$ cat config.mk
export PLATFORM = sky130hd
export DESIGN_NAME = pulse_sched
export DESIGN_NICKNAME = d
export VERILOG_FILES = /design/src/rtl/pulse_sched_pkg.sv /design/src/rtl/rr_pick.sv /design/src/rtl/pulse_sched.sv
export SDC_FILE = /design/constraint.sdc
export NUM_CORES = 1
export LEC_CHECK = 0
export CORE_MARGIN = 5
export CORE_UTILIZATION = 45
export CTS_BUF_LIST = sky130_fd_sc_hd__clkbuf_16
export DETAILED_ROUTE_END_ITERATION = 10
export PLACE_DENSITY = 0.77
export SKIP_CTS_REPAIR_TIMING = 1
export SLEW_MARGIN = 15
export SYNTH_ARGS = -nofsm -noshare
export SYNTH_HDL_FRONTEND = slang
export SYNTH_SLANG_ARGS = --single-unit
$ cat constraint.sdc
create_clock -name clk_main -period 2.6 [get_ports clk_main]
set_clock_uncertainty 0.15 [all_clocks]
set_input_delay 0.52 -clock clk_main [delete_from_list [all_inputs] [get_ports clk_main]]
set_output_delay 0.52 -clock clk_main [all_outputs]
set_load 0.05 [all_outputs]
$ cat src/rtl/pulse_sched_pkg.sv
// Shared types and sizing helpers for the pulse scheduler.
// The GAP state is only reachable when PULSE_SCHED_GAP_EN is defined.
package pulse_sched_pkg;

  typedef enum logic [1:0] {
    ST_IDLE  = 2'd0,
    ST_PULSE = 2'd1,
    ST_GAP   = 2'd2
  } state_e;

  // Counter must hold the larger of the pulse length and the gap length.
  function automatic int cnt_width(input int l, input int gap);
    int m;
    m = (l > gap) ? l : gap;
    return $clog2(m + 1);
  endfunction

endpackage

$ cat src/rtl/rr_pick.sv
// Combinational round-robin picker: first set bit of pend scanning upward from ptr,
// wrapping at N-1 back to 0. Produces a one-hot winner and a valid flag.
module rr_pick #(
  parameter int N     = 4,
  parameter int PTR_W = (N > 1) ? $clog2(N) : 1
) (
  input  logic [N-1:0]     pend,
  input  logic [PTR_W-1:0] ptr,
  output logic [N-1:0]     win,
  output logic             valid
);

  localparam int SW = PTR_W + 1;

  logic [SW-1:0]    sum;
  logic [PTR_W-1:0] idx;

  always_comb begin
    win   = '0;
    valid = 1'b0;
    sum   = '0;
    idx   = '0;
    for (int i = 0; i < N; i++) begin
      sum = {1'b0, ptr} + SW'(i);
      if (sum >= SW'(N)) sum = sum - SW'(N);
      idx = sum[PTR_W-1:0];
      if (!valid && pend[idx]) begin
        win[idx] = 1'b1;
        valid    = 1'b1;
      end
    end
  end

endmodule

$ cat src/rtl/pulse_sched.sv
// Round-robin scheduler sharing one extended timestamp pulse among N_REQ requesters.
// Define PULSE_SCHED_GAP_EN to insert GAP idle cycles after every pulse.
//
// state    | meaning
// ST_IDLE  | no pulse; arbitrate among pending requests
// ST_PULSE | tstamp/grant high for L = PW*R_MAIN_TO_LOW cycles
// ST_GAP   | enforced quiet time of GAP cycles (PULSE_SCHED_GAP_EN only)
module pulse_sched
  import pulse_sched_pkg::*;
#(
  parameter int N_REQ         = 4,
  parameter int PW            = 4,
  parameter int R_MAIN_TO_LOW = 1000,
  parameter int GAP           = 16
) (
  input  logic             clk_main,
  input  logic             clr_n,
  input  logic [N_REQ-1:0] req,
  output logic             tstamp,
  output logic [N_REQ-1:0] grant,
  output logic [N_REQ-1:0] done,
  output logic [N_REQ-1:0] pend,
  output logic             busy
);

  localparam int L     = PW * R_MAIN_TO_LOW;
  localparam int CNT_W = cnt_width(L, GAP);
  localparam int PTR_W = $clog2(N_REQ);

  state_e             state_q, state_d;
  logic [CNT_W-1:0]   cnt_q, cnt_d;
  logic [PTR_W-1:0]   ptr_q, ptr_d;
  logic [N_REQ-1:0]   pend_q, pend_d;
  logic [N_REQ-1:0]   grant_q, grant_d;
  logic [N_REQ-1:0]   done_q, done_d;
  logic               tstamp_q, tstamp_d;
  logic               busy_q, busy_d;

  logic [N_REQ-1:0]   win;
  logic               valid;
  logic [N_REQ-1:0]   load_mask;
  logic [PTR_W-1:0]   ptr_nxt;

  rr_pick #(
    .N     (N_REQ),
    .PTR_W (PTR_W)
  ) u_rr_pick (
    .pend  (pend_q),
    .ptr   (ptr_q),
    .win   (win),
    .valid (valid)
  );

  always_comb begin
    ptr_nxt = '0;
    for (int i = 0; i < N_REQ; i++) begin
      if (win[i]) ptr_nxt = (i == N_REQ - 1) ? '0 : PTR_W'(i + 1);
    end
  end

  always_comb begin
    state_d   = state_q;
    cnt_d     = cnt_q;
    ptr_d     = ptr_q;
    grant_d   = '0;
    done_d    = '0;
    tstamp_d  = 1'b0;
    load_mask = '0;
    case (state_q)
      ST_IDLE: begin
        cnt_d = '0;
        if (valid) begin
          state_d   = ST_PULSE;
          grant_d   = win;
          tstamp_d  = 1'b1;
          ptr_d     = ptr_nxt;
          load_mask = win;
        end
      end
      ST_PULSE: begin
        if (cnt_q == CNT_W'(L - 1)) begin
          // Completion strobe lands in the first cycle after tstamp falls.
          done_d = grant_q;
          cnt_d  = '0;
`ifdef PULSE_SCHED_GAP_EN
          state_d = ST_GAP;
`else
          state_d = ST_IDLE;
`endif
        end else begin
          cnt_d    = cnt_q + 1'b1;
          grant_d  = grant_q;
          tstamp_d = 1'b1;
        end
      end
`ifdef PULSE_SCHED_GAP_EN
      ST_GAP: begin
        if (cnt_q == CNT_W'(GAP - 1)) begin
          state_d = ST_IDLE;
          cnt_d   = '0;
        end else begin
          cnt_d = cnt_q + 1'b1;
        end
      end
`endif
      default: begin
        state_d = ST_IDLE;
        cnt_d   = '0;
      end
    endcase
    pend_d = (pend_q | req) & ~load_mask;
    busy_d = (state_d != ST_IDLE);
  end

  always_ff @(posedge clk_main or negedge clr_n) begin
    if (!clr_n) begin
      state_q  <= ST_IDLE;
      cnt_q    <= '0;
      ptr_q    <= '0;
      pend_q   <= '0;
      grant_q  <= '0;
      done_q   <= '0;
      tstamp_q <= 1'b0;
      busy_q   <= 1'b0;
    end else begin
      state_q  <= state_d;
      cnt_q    <= cnt_d;
      ptr_q    <= ptr_d;
      pend_q   <= pend_d;
      grant_q  <= grant_d;
      done_q   <= done_d;
      tstamp_q <= tstamp_d;
      busy_q   <= busy_d;
    end
  end

  assign tstamp = tstamp_q;
  assign grant  = grant_q;
  assign done   = done_q;
  assign pend   = pend_q;
  assign busy   = busy_q;

endmodule

==> results.toml <==
[critical_path]
path_cells = "inv_1 -> ha_4 -> mux2i_1 -> o22ai_1 -> a211oi_1 -> o2bb2ai_1 -> nand2b_1 -> a221oi_2"
max_stage_delay_ns = 0.39
critPathLaunch = "ptr_q[0]"
worstPathArrival_ns = 2.37
cpMaxStageDelayCell = "mux2i_1"
critPathBufInv = 1
end_kind = "flop"
crit_type = "reg2reg"
critPathTopFamily = "compound AO/OA/AOI/OAI gates"
crit_required_ns = 2.63
r2r_start = "ptr_q[0]"
cp-start-kind = "flop"
worstPathMaxFanout = 5

[yosys]
syn-num-nets = 189
netlist_area_um2 = 1690
syn_avg_cell_area_um2 = 9.61
synthCells = 176
synth_area_leaders = "dfrtp_1 (44%), nor2_1 (6.2%), ha_1 (5.2%)"
yosysSeqAreaShare = 0.444
yosys_warnings = 0
ys_ff_latch = 30
yosysTopAreaCellShare = 0.444
synth_cell_types = 36
synth_top_area_cell = "dfrtp_1"

[die]
core_region_area_um2 = 3660
start_util = 0.462
dieHeight_um = 71.3
dieWidth_um = 71.3
rows = 22
dieArea_um2 = 5090
num_io_pins = 20

[placement]
gp_congestion = 0.805
port_buffers = 19
place_inst = 237
place_ws_ns = 0.287
hpwl_um = 2490

[layout]
fin_cells = 244
register_area_um2 = 751
final_common_cell = "dfrtp_1"
nFillCells = 327
area_delta_synth_final_pct = 22.7
most-common-layout-cells = "dfrtp_1 (30), nor2_1 (28), clkdlybuf4s50_1 (19)"
multiInputGateArea_um2 = 886
finalNetCount = 209
drive_gt1_frac = 0.107
antenna-diode-count = 0

[route]
vias = 1281
drc = 0
dr.first_iter.drc_count = 81
vias_per_cell = 5.25
drt-total-wl_um = 3460
drtAntennaViolNets = 0
dr.pass1.iters = 4
routedWlPerCell_um = 14.2

[timing]
worst_pin_slew_ns = 0.664
min_period_ns = 2.35
hold_ws_ns = 0.346
fin_crit_sh = 0.902
fmax_mhz = 426
timing.final.hold_violations = 0
finalSetupViolCount = 0
relSlewSlack = 0.557
finalWorstSetupSlack_ns = 0.255
rsz0062_at_grt = "no"
final.setup.tns_ns = 0
drv_slew = 0

[clock_tree]
cts.path.max_buffers = 2
cts_made_buffers = 5
clkSinkCount = 30
cts_tree = "yes"
worstSkewPairLatency_ns = 0.27
cts_root_buf = "clkbuf_16"
path_clk_slew_ns = 0.05
htreeDepth = 2

[global_routing]
grt_pass1_vias = 1281
grt_overflow = 0
grtUsageTotal = 0.151
grt_pass1_wl_um = 6040
grt_antenna_before_repair = 0
grt_max_degree = 31

[flow_run]
maxCapViolations = 0

[status]
outcome = "finished clean"

[worst_hold_path]
worstHoldStart = "cnt_q[0]"
hold_class = "reg2reg"

[power]
power_w = 0.00233
irDropWorstVdd_mv = 0.559
leakage_nw = 0.847
p_per_area_nw_per_um2 = 1120
## sequential cells by signal, indices dropped and copies added, names as in the netlist
signal,cells
done,4
tstamp,1
ptr_q,2
pend,4
cnt_q,12
grant,4
busy,1
state_q,2
## cell type report
cell class              count  share of cell area
repair buffers             22               0.102
well taps                  48              0.0289
flip-flops and latches     30               0.362
multi-input cells         128               0.427
inverters                   9              0.0163
clock buffers               5              0.0603
clock inverters             2             0.00362
## logic make-up (layout without fill, tap and decap cells)
family | count (synthesis) | in the layout | share of synthesized area
XOR/XNOR | 10 | 10 | 0.0518
buffers and inverters | 18 | 38 | 0.0451
other | 1 | 1 | 0.00222
AND/OR/NAND/NOR | 76 | 76 | 0.213
AO/OA/AOI/OAI | 25 | 25 | 0.138
multiplexers | 9 | 9 | 0.0547
flip-flops | 30 | 30 | 0.444
adder cells (fa/ha/maj) | 7 | 7 | 0.0518
## stage by stage
step	instance area (um2)	utilization
after floorplan	1720	-
after CTS	2080	0.567
final	2080	0.567
after global routing	2080	0.567
after global placement	1940	0.531
after detailed placement	1940	0.531
## synth_stat cells (all sizes together)
cell type,n
and2,1
o21bai,1
o31ai,1
a221oi,1
clkbuf,2
o2bb2ai,4
o22ai,6
o21a,3
conb,1
xor2,4
o211ai,1
dfrtp,30
or3,1
mux2i,7
a2111o,1
nor2,29
mux2,2
o21ai,3
nand3b,1
inv,9
ha,7
buf,7
nor4,2
a2111oi,2
xnor2,6
nand2,16
nand4,5
nor3b,2
nand2b,7
nor3,6
a211oi,2
or3b,1
nand3,5
## worst register-to-register path: cells and delay by family (launching register included)
kind | cells | cell delay, ns
flops | 1 | 0.34
buf+inv | 1 | 0.10
mux | 1 | 0.39
compound gates | 4 | 0.76
fa+ha+maj | 1 | 0.32
simple gates | 1 | 0.19
## final timing paths
kind	end	slack, ns	depth (start not counted)
max in group asynchronous	done[3]	1.53	2
worst max-delay path	ptr_q[0]	0.25	8
min in group asynchronous	cnt_q[8]	0.49	2
worst max register to register	ptr_q[0]	0.25	8
worst min-delay path	cnt_q[0]	0.35	1
worst min register to register	cnt_q[0]	0.35	1
## per-layer routing
layer | track usage | part of all wire | wire length, um
met1 | 0.174 | 0.42 | 1450
met2 | 0.261 | 0.54 | 1870
met3 | 0.0407 | 0.025 | 88
met4 | 0.0647 | 0.015 | 53
met5 | 0 | 0 | 0
## where the power goes
group	internal [W]	switching (W)	leakage (nW)
clock	0.000339	0.000170	0.0723
combinational	0.000459	0.000731	0.387
sequential	0.000543	0.0000872	0.388
Note: power is estimated with default switching activity, not from simulation.
